`src/rtl/iob_rs232_rx_filter_pkg.sv`:
```
`default_nettype none
// ============================================================================
//  Module      : iob_rs232_rx_filter_pkg
//  Description : Shared types and constants for the RS232 receive line
//                conditioner: break-detector state encoding, glitch counter
//                width and the default break length derived from FREQ/BAUD.
//  Revision    : 1.0 - initial release
// ============================================================================
package iob_rs232_rx_filter_pkg;

    typedef enum logic [1:0] {
        IDLE = 2'd0,
        LOW  = 2'd1,
        BRK  = 2'd2
    } brk_state_t;

    localparam int GLITCH_CNT_W = 8;

    // One UART frame is 11 bit times; a low lasting that long cannot be data.
    function automatic int brk_cyc_default(input int freq, input int baud);
        return 11 * (freq / baud);
    endfunction

endpackage

`default_nettype wire

```
`src/rtl/iob_rs232_break_det.sv`:
```
`default_nettype none
// ============================================================================
//  Module      : iob_rs232_break_det
//  Description : Line-break detector. Declares a break once the filtered
//                receive line has been low for BRK_CYC enabled cycles and
//                holds it until the line returns high.
//  Ports       : clk_i       - system clock
//                arst_i      - asynchronous active-high reset
//                cke_i       - clock enable, all state holds when low
//                rxd_i       - filtered receive line
//                break_o     - high while the break is in progress
//                break_evt_o - one-cycle pulse on break entry
//  Revision    : 1.0 - initial release
// ============================================================================
module iob_rs232_break_det
    import iob_rs232_rx_filter_pkg::*;
#(
    parameter int BRK_CYC = 20
) (
    input  logic clk_i,
    input  logic arst_i,
    input  logic cke_i,
    input  logic rxd_i,
    output logic break_o,
    output logic break_evt_o
);

    localparam int                BCNT_W      = $clog2(BRK_CYC + 1);
    localparam logic [BCNT_W-1:0] c_BCNT_LAST = BCNT_W'(BRK_CYC - 1);

    brk_state_t        r_state;
    brk_state_t        w_state_nxt;
    logic [BCNT_W-1:0] r_bcnt;
    logic [BCNT_W-1:0] w_bcnt_nxt;
    logic              r_break;
    logic              r_break_evt;

    // bcnt counts low cycles including the one that caused IDLE->LOW, so the
    // LOW->BRK transition lands exactly BRK_CYC cycles after the fall.
    always_comb begin
        w_state_nxt = r_state;
        w_bcnt_nxt  = r_bcnt;
        case (r_state)
            IDLE: begin
                if (!rxd_i) begin
                    w_state_nxt = LOW;
                    w_bcnt_nxt  = BCNT_W'(1);
                end
            end
            LOW: begin
                if (rxd_i) begin
                    w_state_nxt = IDLE;
                    w_bcnt_nxt  = '0;
                end else if (r_bcnt == c_BCNT_LAST) begin
                    w_state_nxt = BRK;
                end else begin
                    w_bcnt_nxt = r_bcnt + BCNT_W'(1);
                end
            end
            BRK: begin
                if (rxd_i) begin
                    w_state_nxt = IDLE;
                    w_bcnt_nxt  = '0;
                end
            end
            default: begin
                w_state_nxt = IDLE;
                w_bcnt_nxt  = '0;
            end
        endcase
    end

    always_ff @(posedge clk_i or posedge arst_i) begin
        if (arst_i) begin
            r_state     <= IDLE;
            r_bcnt      <= '0;
            r_break     <= 1'b0;
            r_break_evt <= 1'b0;
        end else if (cke_i) begin
            r_state     <= w_state_nxt;
            r_bcnt      <= w_bcnt_nxt;
            r_break     <= (w_state_nxt == BRK);
            r_break_evt <= (r_state == LOW) && (w_state_nxt == BRK);
        end
    end

    assign break_o     = r_break;
    assign break_evt_o = r_break_evt;

endmodule

`default_nettype wire

```
`src/rtl/iob_rs232_rx_filter.sv`:
```
`default_nettype none
// ============================================================================
//  Module      : iob_rs232_rx_filter
//  Description : RS232 receive line conditioner. Synchronises the raw pad,
//                rejects level changes shorter than GLITCH_CYC cycles,
//                counts rejected glitches (saturating) and optionally
//                detects line breaks.
//  Config      : IOB_RS232_RX_FILTER_BREAK_EN - builds the break detector;
//                when undefined break_o/break_evt_o are tied low.
//  Ports       : clk_i        - system clock
//                arst_i       - asynchronous active-high reset
//                cke_i        - clock enable, all state holds when low
//                rxd_i        - raw asynchronous pad input (idles high)
//                clr_i        - synchronous clear of glitch_cnt_o
//                rxd_o        - filtered receive data
//                break_o      - high while a break is in progress
//                break_evt_o  - one-cycle pulse on break entry
//                glitch_cnt_o - saturating count of rejected glitches
//  Revision    : 1.0 - initial release
// ============================================================================
module iob_rs232_rx_filter
    import iob_rs232_rx_filter_pkg::*;
#(
    parameter int FREQ       = 100000000,
    parameter int BAUD       = 115200,
    parameter int GLITCH_CYC = 4,
    parameter int BRK_CYC    = brk_cyc_default(FREQ, BAUD)
) (
    input  logic                    clk_i,
    input  logic                    arst_i,
    input  logic                    cke_i,
    input  logic                    rxd_i,
    input  logic                    clr_i,
    output logic                    rxd_o,
    output logic                    break_o,
    output logic                    break_evt_o,
    output logic [GLITCH_CNT_W-1:0] glitch_cnt_o
);

    localparam logic [3:0] c_CNT_LAST = 4'(GLITCH_CYC - 1);

    logic                    r_sync1;
    logic                    r_sync2;
    logic                    r_rxd;
    logic [3:0]              r_cnt;
    logic [GLITCH_CNT_W-1:0] r_gcnt;
    logic                    w_diff;
    logic                    w_accept;
    logic                    w_glitch;
    logic                    w_unused_cfg;

    assign w_diff   = (r_sync2 != r_rxd);
    assign w_accept = w_diff && (r_cnt == c_CNT_LAST);
    // A non-zero count with the levels equal again means a candidate edge
    // reverted before it was accepted.
    assign w_glitch = !w_diff && (r_cnt != 4'd0);

    always_ff @(posedge clk_i or posedge arst_i) begin
        if (arst_i) begin
            r_sync1 <= 1'b1;
            r_sync2 <= 1'b1;
            r_rxd   <= 1'b1;
            r_cnt   <= 4'd0;
        end else if (cke_i) begin
            r_sync1 <= rxd_i;
            r_sync2 <= r_sync1;
            if (w_accept) begin
                r_rxd <= r_sync2;
                r_cnt <= 4'd0;
            end else if (w_diff) begin
                r_cnt <= r_cnt + 4'd1;
            end else begin
                r_cnt <= 4'd0;
            end
        end
    end

    always_ff @(posedge clk_i or posedge arst_i) begin
        if (arst_i) begin
            r_gcnt <= '0;
        end else if (cke_i) begin
            if (clr_i) begin
                r_gcnt <= '0;
            end else if (w_glitch && (r_gcnt != '1)) begin
                r_gcnt <= r_gcnt + GLITCH_CNT_W'(1);
            end
        end
    end

    assign rxd_o        = r_rxd;
    assign glitch_cnt_o = r_gcnt;

`ifdef IOB_RS232_RX_FILTER_BREAK_EN
    iob_rs232_break_det #(
        .BRK_CYC (BRK_CYC)
    ) u_break_det (
        .clk_i       (clk_i),
        .arst_i      (arst_i),
        .cke_i       (cke_i),
        .rxd_i       (r_rxd),
        .break_o     (break_o),
        .break_evt_o (break_evt_o)
    );
`else
    assign break_o     = 1'b0;
    assign break_evt_o = 1'b0;
`endif

    // Frequency/baud only shape the default break length.
    assign w_unused_cfg = (FREQ > 0) && (BAUD > 0) && (BRK_CYC >= 2);

endmodule

`default_nettype wire

```
`config.mk`:
```
export PLATFORM = sky130hd
export DESIGN_NAME = iob_rs232_rx_filter
export DESIGN_NICKNAME = d
export VERILOG_FILES = /design/src/rtl/iob_rs232_rx_filter_pkg.sv /design/src/rtl/iob_rs232_break_det.sv /design/src/rtl/iob_rs232_rx_filter.sv
export SDC_FILE = /design/constraint.sdc
export NUM_CORES = 1
export LEC_CHECK = 0
export CORE_UTILIZATION = 40
export DETAILED_ROUTE_END_ITERATION = 10
export GPL_TIMING_DRIVEN = 0
export PLACE_DENSITY = 0.63
export SLEW_MARGIN = 0
export SYNTH_ARGS = -nofsm -noshare
export SYNTH_HDL_FRONTEND = slang
export SYNTH_SLANG_ARGS = --single-unit
```
`constraint.sdc`:
```
create_clock -name clk_i -period 1.66 [get_ports clk_i]
set_input_delay 0.249 -clock clk_i [delete_from_list [all_inputs] [get_ports clk_i]]
set_output_delay 0.249 -clock clk_i [all_outputs]
set_load 0.005 [all_outputs]
```
==> flow_summary.yaml <==
clock_network:
  cts_tree: "built"
  cts_buffer_depth: 2
  clkSlewWorstSetupHoldPaths_ns: 0.10
  cts_hold_buf: 0
  h-tree-depth: 1
  cts.sinks: 15
  cts_root_buffer: "clkbuf_4"
  clk_latency_ns: 0.29
  cts_made_buffers: 3
drt:
  vias_per_cell: 5.53
  dr.pass1.iters: 4
  vias: 769
  ant_nets: 0
  drt_iter0_drc: 7
  wl_per_cell_um: 13.7
  drt_wl_total_um: 1900
  drc_errors: 0
finish:
  design_area_um2: 1160
  drive_gt1_frac: 0.277
  nNetsFinal: 121
  n_fill_cell: 208
  area_growth_syn_to_layout_pct: 28.5
  multi_input_area_um2: 484
  num_antenna_cells: 0
  regArea_um2: 379
  final_core_util: 0.566
global_routing:
  use_met1: 0.268
  use_met3: 0.0405
  grt_antenna_before_repair: 0
  grtUsageMet2: 0.253
  busiest_layer: "met1"
  grt_use_total: 0.177
  grt_pass1_wl_um: 3290
  grt_overflow_total: 0
  grt_pass1_vias: 687
  grt_max_degree: 16
power_and_ir_drop:
  p_leak_uw: 0.000507
  ir_worst_vdd_mv: 0.861
  switchingPower_uw: 514
  seqPwrFrac: 0.379
  p_int_uw: 930
  power.density_nw_per_um2: 1250
  clockPowerShare: 0.154
  swShare: 0.356
  p_comb_frac: 0.467
floorplan:
  core_um2: 2040
  die_area_um2: 2440
  chipWidth_um: 49.4
  io_pins: 16
  initial_core_util: 0.441
  die_y_um: 49.4
  rows: 16
synth:
  synth_top_area_share: 0.334
  synthAdderAreaFrac: 0.0417
  avgSynthCellArea_um2: 10.3
  synth_most_common_cell: "dfrtp_1"
  synth_area_um2: 900
  yosysSeqAreaShare: 0.421
  synth_ff_type: "dfrtp_1"
  synth-simple-area-share: 0.185
  synthTopCellsByArea: "dfrtp_1, dfstp_2, mux2_2"
  synth_edf_count: 0
  synth_top_area_cell: "dfrtp_1"
  syn_inst: 87
  yosysWarningCount: 0
  synth-seq-cells: 15
  synth_top_family_by_area: "compound AO/OA/AOI/OAI gates"
  synth_xor_area_frac: 0.0306
  yosys-mux-area-fraction: 0.0501
  synthTopCellsByCount: "dfrtp_1, inv_1, nand2_1"
  synth_compound_area_frac: 0.213
  ys_types: 38
  async_flop_share: 1.00
sta:
  hold_slack_ns: 0.301
  rsz0062_at_grt: "yes"
  drv_slew: 0
  hold_viol_final: 0
  setup_tns_ns: -0.0216
  max_freq_mhz: 595
  relSlewSlack: 0.617
  period_share: 1.01
  final-setup-viol-count: 1
  clock_skew_ns: 0.00591
  fin_ws_ns: -0.0216
  fin_crit_ns: 1.68
  max_slew.worst_pin.slew_ns: 0.574
setup_path:
  cp.required_ns: 1.84
  worstPathMaxFanout: 8
  endpoint_kind: "flip-flop"
  cp-start-kind: "flip-flop"
  critPathKind: "reg2reg"
  cp_data_arrival_time_ns: 1.86
run:
  maxCapViolCount: 0
placed_design:
  place_area_um2: 1060
  dp_hpwl_um: 1320
  port_buffers: 12
  gp_congestion: 0.826
outcome:
  failed_checks: "negative setup slack"
  status: "complete, but fails checks"
worst_hold_path:
  worstHoldPathType: "in2async"
[cell type report]
class / instances / area share
Clock inverter: 1 / 0.00433
Tap cell: 27 / 0.0292
Sequential cell: 15 / 0.328
Multi-Input combinational cell: 62 / 0.419
Inverter: 7 / 0.0227
Clock buffer: 3 / 0.0195
Buffer: 4 / 0.0195
Timing Repair Buffer: 20 / 0.158
[cell usage in the layout, fill, tap and decap left out, types with 2 or more instances in the layout]
cell	instances
clkbuf_1	2
mux2_2	4
conb_1	2
nand4_1	2
or4_1	2
nor3_1	2
nand2b_1	4
clkbuf_4	3
clkdlybuf4s50_1	11
buf_4	9
ha_1	2
o21ai_0	3
nor2_1	3
nand3_1	4
o311ai_0	2
dfstp_2	3
inv_1	5
nand2_1	6
and3_1	2
inv_2	2
o31ai_1	2
dfrtp_1	12
[cell families after synthesis]
kind of cell | count (synthesis)
AND/OR/NAND/NOR | 30
AO/OA/AOI/OAI | 22
flip-flops | 15
buffers and inverters | 11
multiplexers | 4
adder cells (fa/ha/maj) | 3
other | 1
XOR/XNOR | 1
[registers in the layout, indices dropped and copies added (netlist names)]
| name | count |
|---|---|
| r_sync2 | 1 |
| r_sync1 | 1 |
| glitch_cnt_o | 8 |
| r_cnt | 4 |
| rxd_o | 1 |
[layer usage]
layer	part of all wire	routed length (um)
met5	0	0
met4	0.0042	8
met3	0.048	91
met2	0.45	864
met1	0.49	937
[worst max-delay path, stage by stage, from the launching register on]
cell and delay (ns):
dfrtp_1 0.42, inv_2 0.06, ha_1 0.12, or3b_4 0.41, o211ai_4 0.14, buf_6 0.13, nor3_1 0.04, a211o_1 0.26
[stage by stage]
stage,std cells,setup WS (ns),total power (uW)
final,139,-0.0216,1440
after global routing,139,-0.0853,1540
after CTS,136,0.0141,1360
after detailed placement,127,-0.110,1080
after global placement,127,-0.0805,1070
after floorplan,88,0.0141,899
[final timing paths]
check | startpoint | end | slack [ns] | cells after the start
min | arst_i | glitch_cnt_o[1]$_DFFE_PP0P_ | 0.30 | 2
max | r_cnt[1]$_DFFE_PP0P_ | glitch_cnt_o[7]$_DFFE_PP0P_ | -0.02 | 7
min reg2reg | r_cnt[2]$_DFFE_PP0P_ | r_cnt[2]$_DFFE_PP0P_ | 0.54 | 2
min in group clk_i | cke_i | r_cnt[2]$_DFFE_PP0P_ | 0.42 | 3
max in group asynchronous | arst_i | r_cnt[2]$_DFFE_PP0P_ | 0.98 | 2
max reg2reg | r_cnt[1]$_DFFE_PP0P_ | glitch_cnt_o[7]$_DFFE_PP0P_ | -0.02 | 7
[repair_timing]
action,in CTS,in global routing
resized for setup,2,6
pin swaps,3,3
setup buffers,5,3
endpoints found under the setup margin,7,6
[power by group through the flow]
stage / clock, uW / combinational [uW] / sequential, uW
global placement: 0 / 503 / 564
floorplan: 0 / 345 / 554
global route: 246 / 737 / 561
finish: 222 / 674 / 548
CTS: 228 / 592 / 541
detailed placement: 0 / 513 / 568
(Power assumes the default switching activity.)
==> variant (config.mk and constraints unchanged) <==
Register the input `clr_i` before use, with the module's reset. The logic sees it one clock later. The other inputs are not delayed to match.
--- a/src/rtl/iob_rs232_rx_filter.sv
+++ b/src/rtl/iob_rs232_rx_filter.sv
@@ -39,6 +39,16 @@
 
     localparam logic [3:0] c_CNT_LAST = 4'(GLITCH_CYC - 1);
 
+    logic clr_q;
+
+    always_ff @(posedge clk_i or posedge arst_i) begin
+        if (arst_i) begin
+            clr_q <= '0;
+        end else begin
+            clr_q <= clr_i;
+        end
+    end
+
     logic                    r_sync1;
     logic                    r_sync2;
     logic                    r_rxd;
@@ -79,7 +89,7 @@
         if (arst_i) begin
             r_gcnt <= '0;
         end else if (cke_i) begin
-            if (clr_i) begin
+            if (clr_q) begin
                 r_gcnt <= '0;
             end else if (w_glitch && (r_gcnt != '1)) begin
                 r_gcnt <= r_gcnt + GLITCH_CNT_W'(1);
Behaviour: not the same (Yosys sat finds a counterexample within 10 cycles, from zero or initial values and one cycle with arst_i high).
==> variant against the original RTL <==
- total power rose by 0.39%
- combinational power fell by 2%
- global-route usage is 1.5 points lower
- cell count is 1.4% higher
- sequential cell count grew 1
- design area rose by 2.4%
- clock skew is 0.0033 ns lower
- worst setup slack improved by 0.030 ns
- die area up 2.7%
- via count down 2.2%
- wire length fell by 6.7%
- synthesized area grew 2.8%
==> variant: results (changes against the original RTL) <==
Cells and area
  – Fraction of layout cells with a size suffix above 1: 27.4% (-0.24 points)
  – Ant. Diodes: 0 (unchanged)
  – Layout Nets: 122 (+0.83%)
  – Proportion of cell area occupied by multi-input gates: 41.4% (-0.45 points)
  – Clock network area share: 2.22% (-0.16 points)
  – Sequential share of cell area: 34.1% (+1.4 points)
  – Clkbuf count: 4 (+1)
  – Fill cells: 201 (-3.4%)
  – Number of sequential cells: 16 (+1)

STA
  – Slew margin rel.: 58.9% (-2.8 points)

Yosys
  – Mean Syn Cell Area: 10.5 sq um (+1.6%)
  – XOR/XNOR Fraction of Synth Area: 2.98% (-0.083 points)
  – Top post-synthesis cells by area: dfrtp_1 (35%), dfstp_2 (8.5%), mux2_2 (4.9%)
  – Mapped Area: 925 sq um (+2.8%)
  – Synth top cells by count: dfrtp_1 (13), inv_1 (7), nand2_1 (6)
  – Seq/Total Area, Yosys: 43.7% (+1.6 points)
  – Post-synth cell types: 38 (unchanged)
  – Compound-Gate Fraction of Synth Area: 20.7% (-0.58 points)
  – Synth Area in Adders: 4.06% (-0.11 points)

Clocking
  – Root Buffer: clkbuf_4

Worst setup path
  – Slowest stage delay, CP: 0.40 ns (-0.02 ns)
  – Worst Setup SP: r_cnt[0]$_DFFE_PP0P_
  – Crit Path Max Fanout: 3 (-5)
  – Worst Path Arrival: 1.84 ns (-0.02 ns)

Global route
  – First-pass GRT wire length: 3000 um (-8.8%)
  – Met1 Use GR: 22.9% (-3.9 points)
  – Largest net degree at the start of global routing: 17 (+1)
  – GR Util met2: 23.3% (-2.0 points)
  – GRT Overall Usage: 16.2% (-1.5 points)
  – GR Util met3: 1.85% (-2.2 points)

Routing
  – Drt initial violations: 27 (+20)
  – Wirelength, routed: 1780 um (-6.7%)
  – WL met1: 897 um (-4.3%)
  – Via/cell ratio: 5.33 (-3.6%)
  – Wire length on met3: 63 um (-31%)
  – Routed WL per cell: 12.6 um (-8.0%)
  – Number of iterations in the first detailed-routing pass: 4 (unchanged)

Power and ir drop
  – Comb. pwr: 0.659 mW (-2%)
  – Sw Pwr: 0.497 mW (-3.2%)
  – LEAKAGE: 0.516 nW (+1.7%)
  – PD cells: 1220 mW/mm^2 (-1.9%)
  – Seq group: 0.576 mW (+5.1%)
  – VDD IR max: 0.000756 V (-12%)
  – Sw frac: 34.3% (-1.3 points)

Place
  – Placed inst area: 0.00108 sq mm (+2.5%)
  – Dpl hpwl: 1280 um (-2.9%)
  – Placed Cells: 129 (+1.6%)
  – GPL Wtd Cong: 0.797 (-3.4%)

Outcome
  – Status: finished clean
-- variant: through the flow --
stage               hold slack [ns]  worst slack, ns  setup TNS (ns)
floorplan                     0.161           0.0141               0
global placement              0.511          -0.0799          -0.195
detailed placement            0.517          -0.0971          -0.375
CTS                           0.334           0.0129               0
global route                  0.379          -0.0411          -0.131
finish                        0.329          0.00819               0
-- variant: worst paths after layout --
path                       cells past startpoint  slack [ns]                           to
min in group clk_i                             1        0.40              clr_q$_DFF_PP0_
max reg2reg                                    7       0.008  glitch_cnt_o[2]$_DFFE_PP0P_
min                                            2        0.33  glitch_cnt_o[6]$_DFFE_PP0P_
max                                            7       0.008  glitch_cnt_o[2]$_DFFE_PP0P_
min reg2reg                                    2        0.54         r_cnt[2]$_DFFE_PP0P_
max in group asynchronous                      2        0.94  glitch_cnt_o[7]$_DFFE_PP0P_
-- variant: repair_timing --
item,CTS,global route
resized for setup,4,5
pin swaps,2,5
endpoints found under the setup margin,7,7
buffers inserted,7,1
